File: config.mk
export PLATFORM = sky130hd
export DESIGN_NAME = uio_bank_ctrl
export DESIGN_NICKNAME = d
export VERILOG_FILES = /design/src/rtl/uio_bank_ctrl.sv
export SDC_FILE = /design/constraint.sdc
export NUM_CORES = 1
export LEC_CHECK = 0
export ABC_AREA = 0
export CAP_MARGIN = 30
export CORE_MARGIN = 4
export CORE_UTILIZATION = 50
export DETAILED_ROUTE_END_ITERATION = 16
export HOLD_SLACK_MARGIN = 0.03
export PLACE_DENSITY = 0.79
export SLEW_MARGIN = 20
export SYNTH_ARGS = -nofsm -noshare
export SYNTH_HDL_FRONTEND = slang
export SYNTH_SLANG_ARGS = --single-unit
export TNS_END_PERCENT = 100
File: constraint.sdc
create_clock -name clk -period 10.3 [get_ports clk]
set_clock_uncertainty 0.15 [all_clocks]
set_input_delay 2.06 -clock clk [delete_from_list [all_inputs] [get_ports clk]]
set_output_delay 2.06 -clock clk [all_outputs]
set_load 0.01 [all_outputs]
File: src/rtl/uio_bank_ctrl.sv
// Runtime-configurable controller for the bidirectional uio pin bank.
// Each channel is configured over a serial chain: off, static, prescaled square wave or synchronised neighbour loopback.
module uio_bank_ctrl #(
    parameter int N_CH        = 8,
    parameter int DIV_W       = 8,
    parameter int SYNC_STAGES = 2
) (
    input  logic            clk,
    input  logic            rst,
    input  logic            cfg_data,
    input  logic            cfg_shift,
    input  logic            cfg_load,
    output logic            cfg_sdo,
    input  logic [N_CH-1:0] uio_in,
    output logic [N_CH-1:0] uio_out,
    output logic [N_CH-1:0] uio_oe,
    output logic            tick
);

    localparam int L = 4 * N_CH + DIV_W;

    localparam logic [1:0] MODE_OFF    = 2'b00;
    localparam logic [1:0] MODE_STATIC = 2'b01;
    localparam logic [1:0] MODE_SQUARE = 2'b10;
    localparam logic [1:0] MODE_LOOP   = 2'b11;

    logic [L-1:0]      sr_r;
    logic [L-1:0]      act_r;
    logic [DIV_W-1:0]  cnt_r;
    logic [DIV_W-1:0]  reload_s;
    logic              cnt_zero_s;
    logic              tick_r;
    logic [N_CH-1:0]   t_r;
    logic [N_CH-1:0]   t_next_s;
    logic [N_CH-1:0]   nbr_s;
    logic [N_CH-1:0]   out_r;
    logic [N_CH-1:0]   oe_r;
    logic [N_CH-1:0]   out_next_s;
    logic [N_CH-1:0]   oe_next_s;
    logic [N_CH-1:0]   sync_r [SYNC_STAGES];

    // Next output values; square mode uses the post-tick phase so the pin edge lines up with tick.
    always_comb begin
        reload_s   = act_r[L-1 -: DIV_W];
        cnt_zero_s = (cnt_r == {DIV_W{1'b0}});
        t_next_s   = cnt_zero_s ? ~t_r : t_r;
        nbr_s      = {sync_r[SYNC_STAGES-1][0], sync_r[SYNC_STAGES-1][N_CH-1:1]};
        out_next_s = {N_CH{1'b0}};
        oe_next_s  = {N_CH{1'b0}};
        for (int i = 0; i < N_CH; i++) begin
            case (act_r[4*i +: 2])
                MODE_OFF: begin
                    out_next_s[i] = 1'b0;
                    oe_next_s[i]  = 1'b0;
                end
                MODE_STATIC: begin
                    out_next_s[i] = act_r[4*i+2] ^ act_r[4*i+3];
                    oe_next_s[i]  = 1'b1;
                end
                MODE_SQUARE: begin
                    out_next_s[i] = t_next_s[i] ^ act_r[4*i+3];
                    oe_next_s[i]  = 1'b1;
                end
                MODE_LOOP: begin
                    out_next_s[i] = nbr_s[i] ^ act_r[4*i+3];
                    oe_next_s[i]  = 1'b1;
                end
                default: begin
                    out_next_s[i] = 1'b0;
                    oe_next_s[i]  = 1'b0;
                end
            endcase
        end
    end

    // Configuration shift chain and active configuration; load captures the pre-shift chain.
    always_ff @(posedge clk or posedge rst) begin
        if (rst) begin
            sr_r  <= {L{1'b0}};
            act_r <= {L{1'b0}};
        end else begin
            if (cfg_shift) begin
                sr_r <= {cfg_data, sr_r[L-1:1]};
            end
            if (cfg_load) begin
                act_r <= sr_r;
            end
        end
    end

    // Prescaler and square-wave phase; a load restarts both so loaded channels share phase.
    always_ff @(posedge clk or posedge rst) begin
        if (rst) begin
            cnt_r  <= {DIV_W{1'b0}};
            tick_r <= 1'b0;
            t_r    <= {N_CH{1'b0}};
        end else if (cfg_load) begin
            cnt_r  <= sr_r[L-1 -: DIV_W];
            tick_r <= 1'b0;
            t_r    <= {N_CH{1'b0}};
        end else begin
            cnt_r  <= cnt_zero_s ? reload_s : (cnt_r - {{(DIV_W-1){1'b0}}, 1'b1});
            tick_r <= cnt_zero_s;
            t_r    <= t_next_s;
        end
    end

    // Loopback input synchronisers.
    always_ff @(posedge clk or posedge rst) begin
        if (rst) begin
            for (int s = 0; s < SYNC_STAGES; s++) begin
                sync_r[s] <= {N_CH{1'b0}};
            end
        end else begin
            sync_r[0] <= uio_in;
            for (int s = 1; s < SYNC_STAGES; s++) begin
                sync_r[s] <= sync_r[s-1];
            end
        end
    end

    // Registered pin drivers.
    always_ff @(posedge clk or posedge rst) begin
        if (rst) begin
            out_r <= {N_CH{1'b0}};
            oe_r  <= {N_CH{1'b0}};
        end else begin
            out_r <= out_next_s;
            oe_r  <= oe_next_s;
        end
    end

    assign cfg_sdo = sr_r[0];
    assign uio_out = out_r;
    assign uio_oe  = oe_r;
    assign tick    = tick_r;

endmodule

Word level (Yosys, flattened, before mapping). Cells that the tools add are included.

$add $sub $neg: 1. Equality and inequality tests: 24. Multiplexer cells: 21. Bitwise operators: 25. Reduce and logical (&&, ||, !) cells: 17.

Operators by type and width (count): $eq A2 B2 Y1 const B (16); $mux W8 (4); $pmux W1 S4 (8); $reduce_or A3 Y1 (8); $xor A1 B1 Y1 (24); $eq A2 B1 Y1 const B (8); $logic_not A2 Y1 (8); $pmux W1 S2 (8); $logic_not A8 Y1 (1); $not A8 Y8 (1); $sub A8 B1 Y8 const B (1); $mux W1 (1).

Flip-flop bits (word level): 129. Output and inout bits: 18. Logic and storage cells: 97.

Longest topological paths before layout.
Depth in word-level cells: 4. Mapped depth: 10. Mapped depth without buffers: 7.

Worst setup path before layout. Ideal clock, no wire load.

Path kind: in2reg. Start: input cfg_load. End: register act_r[10]. Library setup time: 125 ps. Data arrival time: 2987 ps. Data required time: 10025 ps. Slack: 7039 ps. Stages: 3. Path buffers: 2. Cell sequence: clkbuf_1 -> clkbuf_1 -> mux2_2.

RTL lines: start, declared (RTL line 12) `input logic cfg_load,`; end signal, assigned (RTL line 80) `act_r <= {L{1'b0}};`; end signal, assigned (RTL line 86) `act_r <= sr_r;`; end, declared (RTL line 28) `logic [L-1:0] act_r;`.

No word-level cell between the ends.

Final worst setup path.
Start: register sr_r[0]. End: output cfg_sdo.

RTL lines: start, declared (RTL line 27) `logic [L-1:0] sr_r;`; start signal, assigned (RTL line 79) `sr_r <= {L{1'b0}};`; start signal, assigned (RTL line 83) `sr_r <= {cfg_data, sr_r[L-1:1]};`; end, declared (RTL line 13) `output logic cfg_sdo,`.

No word-level cell between the ends.

==> results.cfg <==
[setup_path]
rrSetupSlack_ns = 7.68
cp-start-kind = register
r2r_end = uio_out[7]
path_delay_family = buffers and inverters
path_buf_inv = 1
slowest_stage = clkdlybuf4s50_1
cp_max_fo = 3
worstSetupEndpoint = cfg_sdo
crit_arrival_ns = 1.43
r2r_start = cnt_r[0]
critPathMaxStageDelay_ns = 0.54
crit_path_end_kind = output pin
crit_chain = clkdlybuf4s50_1
cp_num_cells = 1
worstPathRequired_ns = 8.09
worstSetupStartpoint = sr_r[0]
reg2regPathDepth = 7
crit_type = reg2out

[yosys]
netlist_instances = 399
syn_area_um2 = 5019
ys_ff_latch = 129
synth.area.top_cells = dfrtp_1 (64%), mux2_2 (15%), o21ai_0 (3.7%)
avgSynthCellArea_um2 = 12.58
yosysTopAreaCellShare = 0.6432
ys_seq_area_frac = 0.6432
ys_async_sr_fraction = 1.000
yosysTopAreaCell = dfrtp_1
ys.flop_type = dfrtp_1
synth-edff-count = 0
synth_nets = 414
yosysWarnings = 0
synth.distinct_cells = 24

[global_routing]
grtUsageTotal = 0.1716
grt_pass1_wl_um = 15350
overflow = 0
grt_max_degree = 72
antenna_found_initial = 0
grt_pass1_vias = 3321

[finish]
layout_commonest_cell = dfrtp_1
antenna_cells = 0
layout_common_cells = dfrtp_1 (129), mux2_2 (68), o21ai_0 (37)
area_growth_pct = 21.07
nFillCells = 733
layout-drive-gt1-share = 0.2556
fin_nets = 448

[placed_design]
gp_congestion = 0.7671
dp_slack_ns = 6.180
dpl.hpwl_um = 5074
port_buffers = 30

[floorplanning]
ios = 31
core-area_um2 = 9774
die_w_um = 108.2
start_util = 0.5134
rows = 36
fp.dieH_um = 108.2
die_area_um2 = 11700

[hold_path]
hp-class = reg2reg
min_from = sync_r[8]

[clock_tree]
cts_hold_buf = 0
clock-sinks = 129
cts_root_buf = clkbuf_8
cts-buffers-inserted = 17
clkLatencyLatePin_ns = 0.53
cts.clk_slew.worst_paths_ns = 0.07
h-tree-depth = 4
cts_tree = yes
cts_setup_buffers = 0
cts.repair.resized = 0
cts_buffer_depth = 2

[pwr]
cellPowerDensity_nw_per_um2 = 285.0
p_leak_uw = 0.002775
vdd_drop_max_mv = 0.1335

[sta]
tns_ns = 0
period_share = 0.3534
clock.fmax_ghz = 0.2747
worst_slack_ns = 6.660
slew_viol_final = 0
rsz0062_at_grt = false
holdWs_ns = 0.1982
slew-limit-headroom = 0.3906
min_period_ns = 3.640
setup_viol = 0
worst_pin_slew_ns = 0.9141
hold_viol_final = 0

[detailed_routing]
drcViolationCount = 0
drt_iter0_drc = 190
wire_per_inst_um = 15.24
drtAntennaViolNets = 0
dr.pass1.iters = 5
avgViaCountPerCell = 5.326
vias = 3084
routed_wl_um = 8822

[run]
cap_violations = 0

[status]
status = finished clean
-- worst min-delay path by stage --
stage	end	cells past startpoint
after floorplan	nbr_s[0]	0
after CTS	nbr_s[5]	0
after global placement	nbr_s[4]	0
after global routing	nbr_s[7]	0
after detailed placement	nbr_s[4]	0
final	nbr_s[7]	0
-- metal layers --
| layer | wire (um) | global-route usage | part of all wire |
|---|---|---|---|
| met1 | 3727 | 0.2032 | 0.42 |
| met2 | 4512 | 0.2824 | 0.51 |
| met3 | 359 | 0.05731 | 0.041 |
| met4 | 223 | 0.08296 | 0.025 |
| met5 | 0 | 0 | 0 |
-- cell type report --
cell class,count,area [um2],area share
Sequential cell,129,3228,0.5313
Multi-Input combinational cell,235,1635,0.2692
Clock buffer,17,414.1,0.06816
Timing Repair Buffer,32,305.3,0.05025
Clock inverter,15,256.5,0.04222
Tap cell,133,166.4,0.02739
Inverter,18,70.07,0.01153
-- worst reg2reg max path, cell delays in order, from the launching register on --
cell and delay (ns):
dfrtp_1 0.42, inv_1 0.10, ha_1 0.18, or3b_1 0.64
o21ai_0 0.35, a21oi_1 0.11, or3_1 0.33, and3_1 0.21
-- Yosys cell counts, types with 4 or more instances --
cell	count
inv_1	18
and3_1	8
o21ai_0	37
clkbuf_1	10
dfrtp_1	129
nor2_1	17
a21oi_1	29
xnor2_1	4
or3_1	16
nand2_1	28
mux2_2	68
o21ai_1	9
or2_2	8
-- cell families after synthesis --
family | synth area share
mux | 0.1526
simple gates | 0.08327
compound gates | 0.07804
buf+inv | 0.03091
flops | 0.6432
xor+xnor | 0.006980
fa+ha+maj | 0.004985
-- stage by stage --
stage | std cells | util | power (uW) | cell area [um2]
2_1_floorplan | 399 | - | 951.7 | 5019
6_report | 579 | 0.6216 | 1731 | 6076
4_1_cts | 579 | 0.6216 | 1747 | 6076
3_3_place_gp | 547 | 0.5530 | 1035 | 5405
5_1_grt | 579 | 0.6216 | 1825 | 6076
3_5_place_dp | 547 | 0.5530 | 1058 | 5405
-- flip-flops by register name, summed over array words and instances (netlist names) --
signal and count:
sr_r 40, tick 1, uio_out 8, act_r 40, cnt_r 8, nbr_s 8
uio_oe 8, sync_r 8, t_r 8
-- where the power goes --
group	internal (uW)	leakage, uW	switching [uW]	total (uW)
logic	176	0.000816	147	324
clock network	445	0.000319	229	674
registers	640	0.00164	93.4	734
Power figures use the tool's default switching activity.
